<file path="src/rtl/ex_mem_stage.sv">
// EX->MEM pipeline register: captures ALU results and EX control, resolves beq/bne
// from the registered zero flag, squashes the wrong-path instruction and counts taken branches.
module ex_mem_stage #(
    parameter int DATA_W  = 32,
    parameter int RADDR_W = 5,
    parameter int CNT_W   = 16
) (
    input  logic               clk,
    input  logic               rst_n,
    input  logic               ex_valid,
    input  logic [DATA_W-1:0]  ex_alu_result,
    input  logic               ex_zero,
    input  logic [DATA_W-1:0]  ex_store_data,
    input  logic [RADDR_W-1:0] ex_dest_reg,
    input  logic               ex_reg_write,
    input  logic               ex_mem_read,
    input  logic               ex_mem_write,
    input  logic               ex_branch,
    input  logic               ex_branch_ne,
    input  logic [DATA_W-1:0]  ex_br_target,
    input  logic               stall,
    input  logic               flush,
    output logic               ex_ready,
    output logic               mem_valid,
    output logic [DATA_W-1:0]  mem_alu_result,
    output logic [DATA_W-1:0]  mem_store_data,
    output logic [RADDR_W-1:0] mem_dest_reg,
    output logic               mem_reg_write,
    output logic               mem_mem_read,
    output logic               mem_mem_write,
    output logic               pc_src,
    output logic [DATA_W-1:0]  pc_target,
    output logic               fwd_valid,
    output logic [CNT_W-1:0]   br_taken_cnt
);

    logic               valid_q, valid_d;
    logic [DATA_W-1:0]  alu_q, alu_d;
    logic               zero_q, zero_d;
    logic [DATA_W-1:0]  store_q, store_d;
    logic [RADDR_W-1:0] dest_q, dest_d;
    logic               rw_q, rw_d;
    logic               mr_q, mr_d;
    logic               mw_q, mw_d;
    logic               br_q, br_d;
    logic               br_ne_q, br_ne_d;
    logic [DATA_W-1:0]  tgt_q, tgt_d;
    logic [CNT_W-1:0]   cnt_q, cnt_d;
    logic               taken;

    // Branch resolution uses only registered values, so pc_src is glitch-free from the flops.
    assign taken = valid_q & ((br_q & zero_q) | (br_ne_q & ~zero_q));

    always_comb begin
        valid_d = valid_q;
        alu_d   = alu_q;
        zero_d  = zero_q;
        store_d = store_q;
        dest_d  = dest_q;
        rw_d    = rw_q;
        mr_d    = mr_q;
        mw_d    = mw_q;
        br_d    = br_q;
        br_ne_d = br_ne_q;
        tgt_d   = tgt_q;
        cnt_d   = cnt_q;

        if (!stall) begin
            // The instruction sitting in EX while a branch is taken is wrong-path.
            valid_d = ex_valid & ~taken & ~flush;
            alu_d   = ex_alu_result;
            zero_d  = ex_zero;
            store_d = ex_store_data;
            dest_d  = ex_dest_reg;
            rw_d    = ex_reg_write;
            mr_d    = ex_mem_read;
            mw_d    = ex_mem_write;
            br_d    = ex_branch;
            br_ne_d = ex_branch_ne;
            tgt_d   = ex_br_target;
        end else if (flush) begin
            valid_d = 1'b0;
        end

        // Count on the edge where the taken entry leaves, so a long stall counts it once.
        if (taken && (!stall || flush) && (cnt_q != {CNT_W{1'b1}})) begin
            cnt_d = cnt_q + 1'b1;
        end
    end

    always_ff @(posedge clk or negedge rst_n) begin
        if (!rst_n) begin
            valid_q <= 1'b0;
            alu_q   <= '0;
            zero_q  <= 1'b0;
            store_q <= '0;
            dest_q  <= '0;
            rw_q    <= 1'b0;
            mr_q    <= 1'b0;
            mw_q    <= 1'b0;
            br_q    <= 1'b0;
            br_ne_q <= 1'b0;
            tgt_q   <= '0;
            cnt_q   <= '0;
        end else begin
            valid_q <= valid_d;
            alu_q   <= alu_d;
            zero_q  <= zero_d;
            store_q <= store_d;
            dest_q  <= dest_d;
            rw_q    <= rw_d;
            mr_q    <= mr_d;
            mw_q    <= mw_d;
            br_q    <= br_d;
            br_ne_q <= br_ne_d;
            tgt_q   <= tgt_d;
            cnt_q   <= cnt_d;
        end
    end

    assign ex_ready       = ~stall;
    assign mem_valid      = valid_q;
    assign mem_alu_result = alu_q;
    assign mem_store_data = store_q;
    assign mem_dest_reg   = dest_q;
    assign mem_reg_write  = valid_q & rw_q;
    assign mem_mem_read   = valid_q & mr_q;
    assign mem_mem_write  = valid_q & mw_q;
    assign pc_src         = taken;
    assign pc_target      = tgt_q;
    assign fwd_valid      = valid_q & rw_q & (dest_q != '0);
    assign br_taken_cnt   = cnt_q;

endmodule

</file>
<file path="config.mk">
export PLATFORM = sky130hd
export DESIGN_NAME = ex_mem_stage
export DESIGN_NICKNAME = d
export VERILOG_FILES = /design/src/rtl/ex_mem_stage.sv
export SDC_FILE = /design/constraint.sdc
export NUM_CORES = 1
export LEC_CHECK = 0
export ABC_AREA = 1
export CAP_MARGIN = 10
export CORE_MARGIN = 4
export CORE_UTILIZATION = 40
export DETAILED_ROUTE_END_ITERATION = 16
export PLACE_DENSITY = 0.75
export SETUP_SLACK_MARGIN = 0.4
export SKIP_CTS_REPAIR_TIMING = 1
export SYNTH_ARGS = -nofsm -noshare
export SYNTH_HDL_FRONTEND = slang
export SYNTH_SLANG_ARGS = --single-unit
</file>
<file path="constraint.sdc">
create_clock -name clk -period 3.25 [get_ports clk]
set_input_delay 0.325 -clock clk [delete_from_list [all_inputs] [get_ports clk]]
set_output_delay 0.325 -clock clk [all_outputs]
set_load 0.02 [all_outputs]
</file>
# Word-level counts from Yosys, hierarchy flattened
# Cells that the tools add are included.
[word_totals]
wordCells = 36
output_inout_bits = 124
regBits = 124
input_bits = 112
[classes]
n_addsub = 1
bitwise_logic = 14
mux = 2
eq_ne = 2
reduce_logical = 5
[ops]
columns = ["op", "n"]
rows = [
  ["$add A16 B1 Y16 const B", 1],
  ["$ne A16 B16 Y1 const B", 1],
  ["$and A1 B1 Y1", 9],
  ["$reduce_bool A5 Y1", 1],
  ["$not A1 Y1", 4],
  ["$logic_and A1 B1 Y1", 2],
  ["$mux W1", 2],
  ["$ne A2 B1 Y1 const B", 1],
  ["$logic_not A1 Y1", 1],
  ["$logic_or A1 B1 Y1", 1],
  ["$or A1 B1 Y1", 1],
]

# Logic depth before layout (Yosys ltp)
[depth]
word_depth = 8
ltp_mapped = 9
mapped_depth_nobuf = 9

# Least setup slack after synthesis
# No wires, ideal clock.
[synth_timing]
kind = "register to register"
start = "register cnt_q[0] (netlist: br_taken_cnt[0])"
end = "register cnt_q[3] (netlist: br_taken_cnt[3])"
path_buffers = 1
setup_slack_ns = 1.546
required_time_ns = 3.133
setup_time_ns = 0.117
synth_period_minus_slack_ns = 1.704
arrival_time_ns = 1.587
path_stages_with_launch = 10
path_cell_list = "dfrtp_1 -> ha_1 -> nand3_2 -> clkinv_1 -> nand2_2 -> o21ai_4 -> inv_4 -> buf_6 -> nand2_1 -> nand2_1"
[synth_via]
elab_chain_cells = 2
elab_cells_between_ends = 3
cone_classes = "add/sub (1); eq/ne (1); reduce/logical (1)"
[synth_lines]
columns = ["item", "line_no", "source"]
rows = [
  ["start, declared", "48", "logic [CNT_W-1:0] cnt_q, cnt_d;"],
  ["start signal, assigned", "117", "cnt_q <= cnt_d;"],
  ["parallel branches: the longest is 2 deep, another holds $add A16 B1 Y16", "--", ""],
]
# Parallel ways; which one is timed is not known.
# A chain may end at the register's enable or synchronous reset.

# Worst setup path in the final report
[layout_timing]
start = "register valid_q (netlist: mem_valid)"
end = "output fwd_valid"
[layout_via]
elab_chain_cells = 2
[layout_lines]
columns = ["item", "line_no", "source"]
rows = [
  ["start, declared", "37", "logic valid_q, valid_d;"],
  ["start signal, assigned", "106", "valid_q <= valid_d;"],
  ["$and A1 B1 Y1 (2 in series)", "131", "assign fwd_valid = valid_q & rw_q & (dest_q != '0);"],
  ["end, declared", "33", "output logic fwd_valid,"],
]
# No other way between the ends.

==> run_results.csv <==
group,metric,value,unit
status,status,"finished, final reports clean",
worst_setup_path,crit_path_start_kind,"flip-flop",
final_layout,areaGrowthSynthToFinish,60.3,%
final_layout,final_cell_mix,"nand2_1, clkdlybuf4s50_1, dfrtp_1",
timing,period_share,65.1,%
timing,grt_setup_unrepaired,"no",
clocking,cts.sinks,124,
clocking,clock_latency,0.41,ns
grt,grt_pass1_wl,24.3,mm
synthesis,synthAdderAreaFrac,0.246,%
routing,vias,4777,
synthesis,ys_seq_elements,124,
synthesis,synth_cell_type_count,20,
grt,grt.overflow.total,0,
timing,maxSlewViolCount,0,
worst_hold_path,hold_start,"stall",
clocking,cts_tree,"yes",
synthesis,synth-seq-area-share,61.0,%
synthesis,synth_compound_area_share,1.45,%
synthesis,synth-simple-area-share,32.3,%
timing,fin_hold_ws,0.441,ns
placed_design,numPortBuffers,235,
routing,drt_iter0_markers,365,
routing,antenna_left,0,
worst_setup_path,cp-end-kind,"output port",
routing,drt-vias-per-instance,4.63,
floorplanning,num_rows,40,
synthesis,syn_area,5090,µm²
final_layout,nFillCells,1019,
clocking,clockBufferDepth,2,
synthesis,synth_top_family_by_area,"simple AND/OR/NAND/NOR gates",
worst_setup_path,r2r_cells,8,
routing,firstDrtPassIters,4,
clocking,clk_pin_slew,0.05,ns
timing,tns,0,ns
worst_setup_path,critPathMaxFanout,6,
worst_setup_path,critPathSlowestCell,"clkdlybuf4s50_1",
routing,post_drt_wl_per_cell,14.9,µm
synthesis,synth_xor_area_share,1.20,%
placed_design,place.gp.congestion,0.832,
timing,setup_viol,0,
clocking,numCtsBuffers,17,
floorplanning,start_util,41.7,%
synthesis,synth_top_area_cell,"dfrtp_1",
grt,grt_start_max_net_pins,106,
final_layout,ff_latch_area,3100,µm²
final_layout,nets,964,
timing,fmaxAchievable,472,MHz
timing,hold_viol,0,
floorplanning,dieWidth,121,µm
floorplanning,die_h,121,µm
floorplanning,boundaryPins,236,
worst_setup_path,worstPathArrival,1.79,ns
timing,max-slew-margin-rel,29.2,%
synthesis,yosys_warnings,0,
timing,worst_slew_pin_slew,1.06,ns
worst_hold_path,whs_path_depth,4,
synthesis,synth_top_area_share,61.0,%
worst_setup_path,r2r_start,"br_taken_cnt[0]",
worst_hold_path,hold_class,"input port to flip-flop",
worst_setup_path,cpMostUsedCell,"inv_1",
clocking,cts-root-buf,"clkbuf_16",
power_and_ir_drop,pwr_density_cell,550,nW/µm²
clocking,h-tree-depth,4,
power_and_ir_drop,vdd_drop_max,0.331,mV
timing,period_minus_slack,2.12,ns
synthesis,synth.area.mux_share,0,%
routing,totalWireLength,15.4,mm
worst_setup_path,crit_required,2.92,ns
grt,track_usage,21.4,%
worst_setup_path,cp_slowest_stage_delay,0.59,ns
grt,grt_pass1_vias,4826,
final_layout,final_common_cell,"nand2_1",
synthesis,syn_nets,732,
worst_setup_path,crit_chain,"nand2_1 -> inv_1 -> o21ai_0 -> inv_1 -> clkdlybuf4s50_1",
timing,fin_skew,0.00255,ns
placed_design,hpwl,10.8,mm
run,cap_violations,0,
synthesis,synth_cells,619,
routing,drc,0,
floorplanning,dieArea,14600,µm²
final_layout,multi_input_area,1790,µm²
worst_hold_path,min_to,"mem_store_data[24]",
floorplanning,core-area,12200,µm²
worst_setup_path,worst-r2r-setup-slack,1.36,ns
synthesis,synthTopCellsByArea,"dfrtp_1, nand2_1, clkbuf_1, nor2_1, inv_1",
synthesis,syn_avg_cell_area,8.22,µm²
power_and_ir_drop,p_leak,0.00396,µW
worst_setup_path,crit_type,"flip-flop to output port",
grt,antenna_found_initial,2,
worst_setup_path,timing.rr.end,"br_taken_cnt[15]",
final_layout,drive_gt1_share,4.52,%
-- cells in the mapped netlist, drive strengths merged --
| cell | n |
|---|---|
| nand2 | 394 |
| dfrtp | 124 |
| clkbuf | 21 |
| nor2 | 21 |
| inv | 20 |
| o21ai | 11 |
| nand3 | 8 |
| xnor2 | 7 |
| buf | 5 |
| nand4 | 5 |
| clkinv | 1 |
| ha | 1 |
| o31ai | 1 |
-- power by group --
part / switching [µW] / internal [µW]
sequential: 99.9 / 1680
clock: 649 / 1200
combinational: 434 / 420
total: 1180 / 3300
-- worst max-delay path, delay by kind of cell, from the launching register on --
kind / cells / cell delay [ns]
simple gates: 1 / 0.08
compound gates: 1 / 0.09
flops: 1 / 0.46
buf+inv: 3 / 0.74
-- per-layer routing --
metal	GRT usage, %	part of all wire [%]
met4	10.4	3.0
met5	0	0.085
met2	36.8	51
met1	23.5	38
met3	7.48	7.2
-- logic make-up (layout without fill, tap and decap cells) --
kind of cell / after synthesis / count (layout)
other cells: 0 / 1
simple gates: 428 / 428
fa+ha+maj: 1 / 1
compound gates: 12 / 12
flops: 124 / 124
buf+inv: 47 / 291
xor+xnor: 7 / 7
-- worst max path at each step --
stage          depth (start not counted)       startpoint  slack, ns                to
2_1_floorplan                          9  br_taken_cnt[0]       1.55   br_taken_cnt[3]
3_3_place_gp                           4            stall       1.46           br_ne_q
3_5_place_dp                           8  br_taken_cnt[0]       1.37  br_taken_cnt[15]
4_1_cts                                5        mem_valid       1.09         fwd_valid
5_1_grt                                5        mem_valid       1.05         fwd_valid
6_report                               5        mem_valid       1.13         fwd_valid
-- through the flow --
step / setup slack (ns) / power, µW / cells / instance area, µm² / util [%]
2_1_floorplan: 1.55 / 2150 / 619 / 5090 / -
3_5_place_dp: 1.37 / 2660 / 999 / 7570 / 62.0
4_1_cts: 1.09 / 4530 / 1030 / 8150 / 66.7
3_3_place_gp: 1.46 / 2640 / 999 / 7570 / 62.0
6_report: 1.13 / 4490 / 1032 / 8160 / 66.8
5_1_grt: 1.05 / 4670 / 1032 / 8160 / 66.8
-- final cells by class --
type	count	share of cell area, %
Clock inverter	6	1.04
Clock buffer	25	6.07
Tap cell	168	2.58
Antenna cell	1	0.0307
Timing Repair Buffer	239	29.3
Inverter	21	1.01
Multi-Input combinational cell	448	21.9
Sequential cell	124	38.0
No activity file was read; power rests on OpenSTA's default activity.
